## src/rtl/kb_div3_pkg.sv

```systemverilog
// kb_div3_pkg: shared constants, state type and helpers for the div3/mul3 datapaths
package kb_div3_pkg;
  localparam int NIBBLE_W = 4;
  localparam int REM_MAX = 2;
  typedef enum logic [1:0] {IDLE, RUN, DONE} mul3_state_t;
  function automatic int num_nib(input int size);
    return size / NIBBLE_W;
  endfunction
endpackage

```

## src/rtl/kb_mul3_nibble.sv

```systemverilog
// kb_mul3_nibble: combinational 3*nib+cin for one nibble; cout never exceeds 2
module kb_mul3_nibble (
  input  logic [3:0] nib,
  input  logic [1:0] cin,
  output logic [3:0] sum,
  output logic [1:0] cout
);
  logic [5:0] w_t;
  assign w_t = {1'b0, nib, 1'b0} + {2'b00, nib} + {4'b0000, cin};
  assign {cout, sum} = w_t;
endmodule

```

## src/rtl/kb_mul3_shift_register.sv

```systemverilog
// kb_mul3_shift_register: rebuilds dividend = 3*quotient + remainder, one nibble per clock, LSB first
module kb_mul3_shift_register
  import kb_div3_pkg::*;
#(
  parameter int SIZE = 20
) (
  input  logic            sys_clock,
  input  logic            reset,
  input  logic            start,
  input  logic [SIZE-1:0] quotient,
  input  logic [1:0]      reminder,
  output logic            busy,
  output logic            done,
  output logic            err,
  output logic [SIZE+1:0] dividend
);
  localparam int NUM_NIB = num_nib(SIZE);
  localparam int CW = $clog2(NUM_NIB + 1);
  mul3_state_t     r_state, w_next;
  logic [SIZE-1:0] r_q, r_acc;
  logic [1:0]      r_carry;
  logic [CW-1:0]   r_cnt;
  logic            r_err;
  logic [SIZE+1:0] r_dividend;
  logic [3:0]      w_sum;
  logic [1:0]      w_cout;
  logic            w_bad, w_last, w_accept;
  kb_mul3_nibble u_nib (.nib(r_q[3:0]), .cin(r_carry), .sum(w_sum), .cout(w_cout));
  assign w_bad    = reminder > 2'(REM_MAX);
  assign w_last   = r_cnt == CW'(NUM_NIB - 1);
  assign w_accept = (r_state == IDLE) && start;
  always_comb begin
    w_next = (r_state == IDLE) ? (start ? (w_bad ? DONE : RUN) : IDLE) :
             (r_state == RUN)  ? (w_last ? DONE : RUN) : IDLE;
  end
  always_ff @(posedge sys_clock or posedge reset) begin
    if (reset) r_state <= IDLE;
    else       r_state <= w_next;
  end
  // The final carry becomes the top two dividend bits on the last nibble
  always_ff @(posedge sys_clock or posedge reset) begin
    if (reset) begin
      r_q        <= '0;
      r_acc      <= '0;
      r_carry    <= '0;
      r_cnt      <= '0;
      r_err      <= 1'b0;
      r_dividend <= '0;
    end else if (w_accept) begin
      r_q     <= quotient;
      r_carry <= reminder;
      r_cnt   <= '0;
      r_err   <= w_bad;
      if (w_bad) r_dividend <= '0;
    end else if (r_state == RUN) begin
      r_acc   <= {w_sum, r_acc[SIZE-1:4]};
      r_q     <= r_q >> NIBBLE_W;
      r_carry <= w_cout;
      r_cnt   <= r_cnt + 1'b1;
      if (w_last) r_dividend <= {w_cout, w_sum, r_acc[SIZE-1:4]};
    end
  end
  assign busy     = r_state == RUN;
  assign done     = r_state == DONE;
  assign err      = r_err;
  assign dividend = r_dividend;
endmodule

```

## config.mk

```make
export PLATFORM = sky130hd
export DESIGN_NAME = kb_mul3_shift_register
export DESIGN_NICKNAME = d
export VERILOG_FILES = /design/src/rtl/kb_div3_pkg.sv /design/src/rtl/kb_mul3_nibble.sv /design/src/rtl/kb_mul3_shift_register.sv
export SDC_FILE = /design/constraint.sdc
export NUM_CORES = 1
export LEC_CHECK = 0
export CORE_MARGIN = 3
export CORE_UTILIZATION = 60
export CTS_CLUSTER_DIAMETER = 30
export CTS_CLUSTER_SIZE = 16
export DETAILED_ROUTE_END_ITERATION = 12
export DONT_BUFFER_PORTS = 1
export GPL_ROUTABILITY_DRIVEN = 1
export PLACE_DENSITY = 0.85
export SLEW_MARGIN = 20
export SYNTH_ARGS = -nofsm -noshare
export SYNTH_HDL_FRONTEND = slang
export SYNTH_HIERARCHICAL = 1
export SYNTH_SLANG_ARGS = --single-unit
```

## constraint.sdc

```tcl
create_clock -name sys_clock -period 2.6 [get_ports sys_clock]
set_clock_uncertainty 0.15 [all_clocks]
set_input_delay 0.39 -clock sys_clock [delete_from_list [all_inputs] [get_ports sys_clock]]
set_output_delay 0.39 -clock sys_clock [all_outputs]
set_load 0.01 [all_outputs]
```

# == Word-level counts from Yosys, hierarchy flattened ==
# Cells that the tools add are included.
# totals
regBits,70
out_inout_bits,25
# op_classes
magnitude_cmp,1
n_mux,15
bitwise_logic,1
addsub,3
n_reduce_logical,6
n_eq_ne,4
# ops
operator,n
2-to-1 mux 22 bit,4
2-to-1 mux 20 bit,2
2-to-1 mux 2 bit,7
adder 5 x 4 -> 6 bit,1
adder 6 x 2 -> 6 bit,1
2-to-1 mux 3 bit,2
nonzero test 2 bit,2
"adder 3 x 1 -> 3 bit, second input constant",1
"== test 3 bit, second input constant",1
AND reduction 3 bit,1
"== test 2 x 1 -> 1 bit, second input constant",1
"== test 2 bit, second input constant",1
"greater-than comparator 2 bit, second input constant",1
logical NOT 2 bit,1
"inequality test 2 bit, second input constant",1
AND reduction 2 bit,1
logical AND 1 bit,1
inverter 1 bit,1

# == Logic depth before layout (Yosys ltp) ==
# depth
word_depth,5
depth_mapped,9
mapped_depth_nobuf,9

# == Hierarchy ==
# The synthesis kept the hierarchy.
# modules_own_cells
module,instances,cells_each,seq_area_each_um2,area_each_um2
kb_mul3_shift_register,1,271,1651.6,2826.5
kb_mul3_nibble,1,21,0.0,195.2

# == Least setup slack after synthesis ==
# OpenSTA, ideal clock, no wires.
# synth_path
path_kind,flip-flop to flip-flop
start,reg r_q[0]
end,reg r_carry[1]
path_slack_ps,375
setup_time_ps,130
arrival_ps,1945
n_path_buf,0
path_stages_with_launch,9
cell_sequence,dfrtp_1 -> inv_1 -> fa_1 -> inv_1 -> ha_1 -> fa_1 -> a21o_1 -> a22oi_1 -> o21ai_0
# synth_between
elab_chain_len,4
# synth_rtl
item,line_no,source
start: declaration,kb_mul3_shift_register.sv:20,"logic [SIZE-1:0] r_q, r_acc;"
start signal: assignment,kb_mul3_shift_register.sv:50,r_q <= quotient;
start signal: assignment,kb_mul3_shift_register.sv:57,r_q <= r_q >> NIBBLE_W;
adder 5 x 4 -> 6 bit,kb_mul3_nibble.sv:9,"assign w_t = {1'b0, nib, 1'b0} + {2'b00, nib} + {4'b0000, cin};"
adder 6 x 2 -> 6 bit,kb_mul3_nibble.sv:9,
net w_cout[1],kb_mul3_shift_register.sv:26,logic [1:0] w_cout;
2-to-1 mux 2 bit,kb_mul3_shift_register.sv:55,end else if (r_state == RUN) begin
2-to-1 mux 2 bit,kb_mul3_shift_register.sv:49,end else if (w_accept) begin
end signal: assignment,kb_mul3_shift_register.sv:51,r_carry <= reminder;
end signal: assignment,kb_mul3_shift_register.sv:58,r_carry <= w_cout;
end: declaration,kb_mul3_shift_register.sv:21,logic [1:0] r_carry;
# The timed path passes the listed nets, and every way through them passes these cells. The select of a mux whose other input is x is not followed.
# A chain may end at the register's enable or synchronous reset.

# == Worst setup path in the final report ==
# Same ends and word-level chain as after synthesis.

==> flow_summary.json <==
{
  "status": "finished, final reports clean",
  "reg2reg_to": "r_carry[1]",
  "timing.final.crit_share_pct": 90.86,
  "rr_worst_depth": 8,
  "multi_input_area_mm2": 0.001172,
  "port_buffers": 0,
  "drtAntennaViolNets": 0,
  "syn_inst": 292,
  "cp_slowest_cell": "fa_1",
  "pre_cts_ws_ns": 0.2461,
  "r2r_slack_ns": 0.24,
  "synthTopCellsByArea": "dfrtp_1 (55%), nand2_1 (11%), o2bb2ai_1 (6.4%)",
  "row_count": 25,
  "grtUsageMet1_pct": 27.82,
  "cp-end-kind": "register",
  "grt_pass1_vias": 2112,
  "yosysWarnings": 6,
  "post-route-drc-count": 0,
  "worstPathMaxFanout": 3,
  "grt_first_pass_wirelength_um": 10070,
  "synthMuxAreaShare_pct": 0.3727,
  "clkLatencyLatePin_ns": 0.35,
  "worstPathRequired_ns": 2.66,
  "cap_viol_max_count": 0,
  "yosys.area.top_type": "dfrtp_1",
  "drt_iter0_drc": 136,
  "die-height_um": 76.97,
  "clkTransAtPathRegs_ns": 0.08,
  "clockBufferDepth": 2,
  "drive_gt1_share_pct": 10.44,
  "setup_viol": 0,
  "antenna_found_initial": 0,
  "crit_end": "r_carry[1]",
  "coreArea_mm2": 0.004786,
  "place_hpwl_um": 3948,
  "critPathKind": "register to register",
  "cts_hold_buf": 1,
  "synthAdderAreaFrac_pct": 5.052,
  "die_area_mm2": 0.005924,
  "path_depth": 8,
  "hold_class": "input pin to register",
  "met3_usage_pct": 6.221,
  "powerDensity_mw_per_mm2": 1305,
  "cts_setup_buffers": 0,
  "initial_core_util_pct": 63.14,
  "busiest_layer": "met2",
  "crit_family": "adder cells",
  "die_w_um": 76.97,
  "synth_top_family_by_area": "compound AO/OA/AOI/OAI gates",
  "stdcell_count": 364,
  "nNetsFinal": 328,
  "post_cts_resized": 0,
  "vdd_drop_max_mv": 0.7152,
  "setup_slack_ns": 0.2377,
  "clock-sinks": 66,
  "synth_area_per_cell_um2": 10.35,
  "max_stage_delay_ns": 0.54,
  "grt_overflow_total": 0,
  "diodes": 0,
  "dr.pass1.iters": 4,
  "worstReg2RegStart": "r_q[0]",
  "ys_seq_area_share_pct": 54.66,
  "routed_via_density": 5.821,
  "wl_per_cell_um": 16.42,
  "cts_root_buf": "clkbuf_8",
  "worst_setup_path_start_kind": "register",
  "ys_seq_elements": 66,
  "io_pins": 50,
  "timing.hold.ws_ns": 0.02134,
  "vias": 2119,
  "hold_start": "quotient[17]",
  "synth.top_cell.area_share_pct": 54.66,
  "critical_path_buf_inv_count": 2,
  "fmax_ghz": 0.4233,
  "area_growth_pct": 8.406,
  "syn_area_mm2": 0.003022,
  "worst_pin_slew_ns": 0.6280,
  "syn_nets": 328,
  "fin_crit_ns": 2.362,
  "synth_cell_types": 30,
  "grt_usage_pct": 21.98,
  "num-fill-cells": 378,
  "hold_viol": 0,
  "worstPathArrival_ns": 2.43,
  "cts_buffers": 9,
  "finalSetupTns_ns": 0,
  "crit_path_cell_trace": "inv_1 > fa_1 > inv_1 > ha_1 > fa_1 > a21o_1 > a22oi_1 > o21ai_0",
  "wl_um": 5978,
  "h-tree-depth": 3,
  "startpoint": "r_q[0]",
  "p_leak_nw": 1.583,
  "ff_latch_area_mm2": 0.001652,
  "grt_max_degree": 30,
  "synth-xor-area-share_pct": 0.5797,
  "rsz0062_at_grt": "no",
  "synth-simple-area-share_pct": 14.82,
  "tritoncts": "built",
  "gp_congestion": 0.7315,
  "drv_slew": 0,
  "met2_usage_pct": 34.15,
  "placedCellCount": 347,
  "slew_headroom_pct": 57.98,
  "synth_compound_area_share_pct": 17.97
}
-- cells by family after synthesis --
family / Yosys count
xor+xnor: 2
buf+inv: 33
mux: 1
fa+ha+maj: 11
simple gates: 104
compound gates: 75
flops: 66
-- layout make-up --
cell class	instances	area share, %
Sequential cell	66	50.42
Multi-Input combinational cell	193	35.79
Clock inverter	7	3.820
Clock buffer	9	3.782
Tap cell	67	2.559
Timing Repair Buffer	9	2.139
Inverter	13	1.490
-- metal layers --
metal	share of wire (%)	wire length (um)
met1	44	2648
met2	46	2772
met3	7.1	422
met4	2.2	134
met5	0	0
-- sequential cells by signal, summed over array words and instances (netlist names) --
| name | cells |
|---|---|
| dividend | 22 |
| err | 1 |
| r_acc | 16 |
| r_carry | 2 |
| r_cnt | 3 |
| r_q | 20 |
| r_state | 2 |
-- cell usage after synthesis --
master	count
nand2_1	92
dfrtp_1	66
o2bb2ai_1	22
a22oi_1	21
o21ai_0	16
inv_1	13
ha_1	9
buf_2	8
buf_6	7
o21ai_1	5
a22o_1	4
buf_4	3
nor2b_1	3
a21o_1	2
clkbuf_1	2
fa_1	2
nand2b_1	2
nor2_1	2
o21bai_1	2
a21oi_1	1
a21oi_2	1
a2bb2oi_1	1
and2b_4	1
and3b_1	1
mux2_2	1
nand4b_2	1
nor2_4	1
nor3b_4	1
xnor2_1	1
xor2_1	1
-- how the worst min path moves through the flow --
stage / endpoint / slack (ns) / depth (start not counted)
floorplan: r_acc[4] / 0.30 / 2
global placement: r_cnt[1] / 0.22 / 1
detailed placement: r_cnt[1] / 0.21 / 1
CTS: r_q[17] / 0.01 / 1
global route: r_q[18] / 0.03 / 1
finish: r_q[17] / 0.02 / 1
-- report_power, final --
part           internal [mW]  total (mW)  switching (mW)
sequential              1.46        1.83           0.369
clock                  0.647        1.07           0.422
combinational          0.540        1.38           0.841
-- through the flow --
| step | cell area (um2) | utilization, % | power, mW |
|---|---|---|---|
| finish | 3276 | 68.44 | 4.276 |
| detailed placement | 3017 | 63.03 | 3.224 |
| global placement | 3017 | 63.03 | 3.128 |
| floorplan | 3022 | - | 2.928 |
| CTS | 3276 | 68.44 | 4.306 |
| global route | 3276 | 68.44 | 4.596 |
-- cells in the final DEF, fill, tap and decap left out, drive strengths merged, types with 2 or more instances in the layout --
cell type and count:
bufinv 3, nor2b 3, o21bai 2, ha 9, clkbuf 9, o2bb2ai 22, nand2b 2, inv 15
nor2 3, dfrtp 66, buf 8, nand2 92, o21ai 21, a22o 4, a22oi 21, a21o 2
a21oi 2, clkinv 2, fa 2
(Power assumes the default switching activity.)
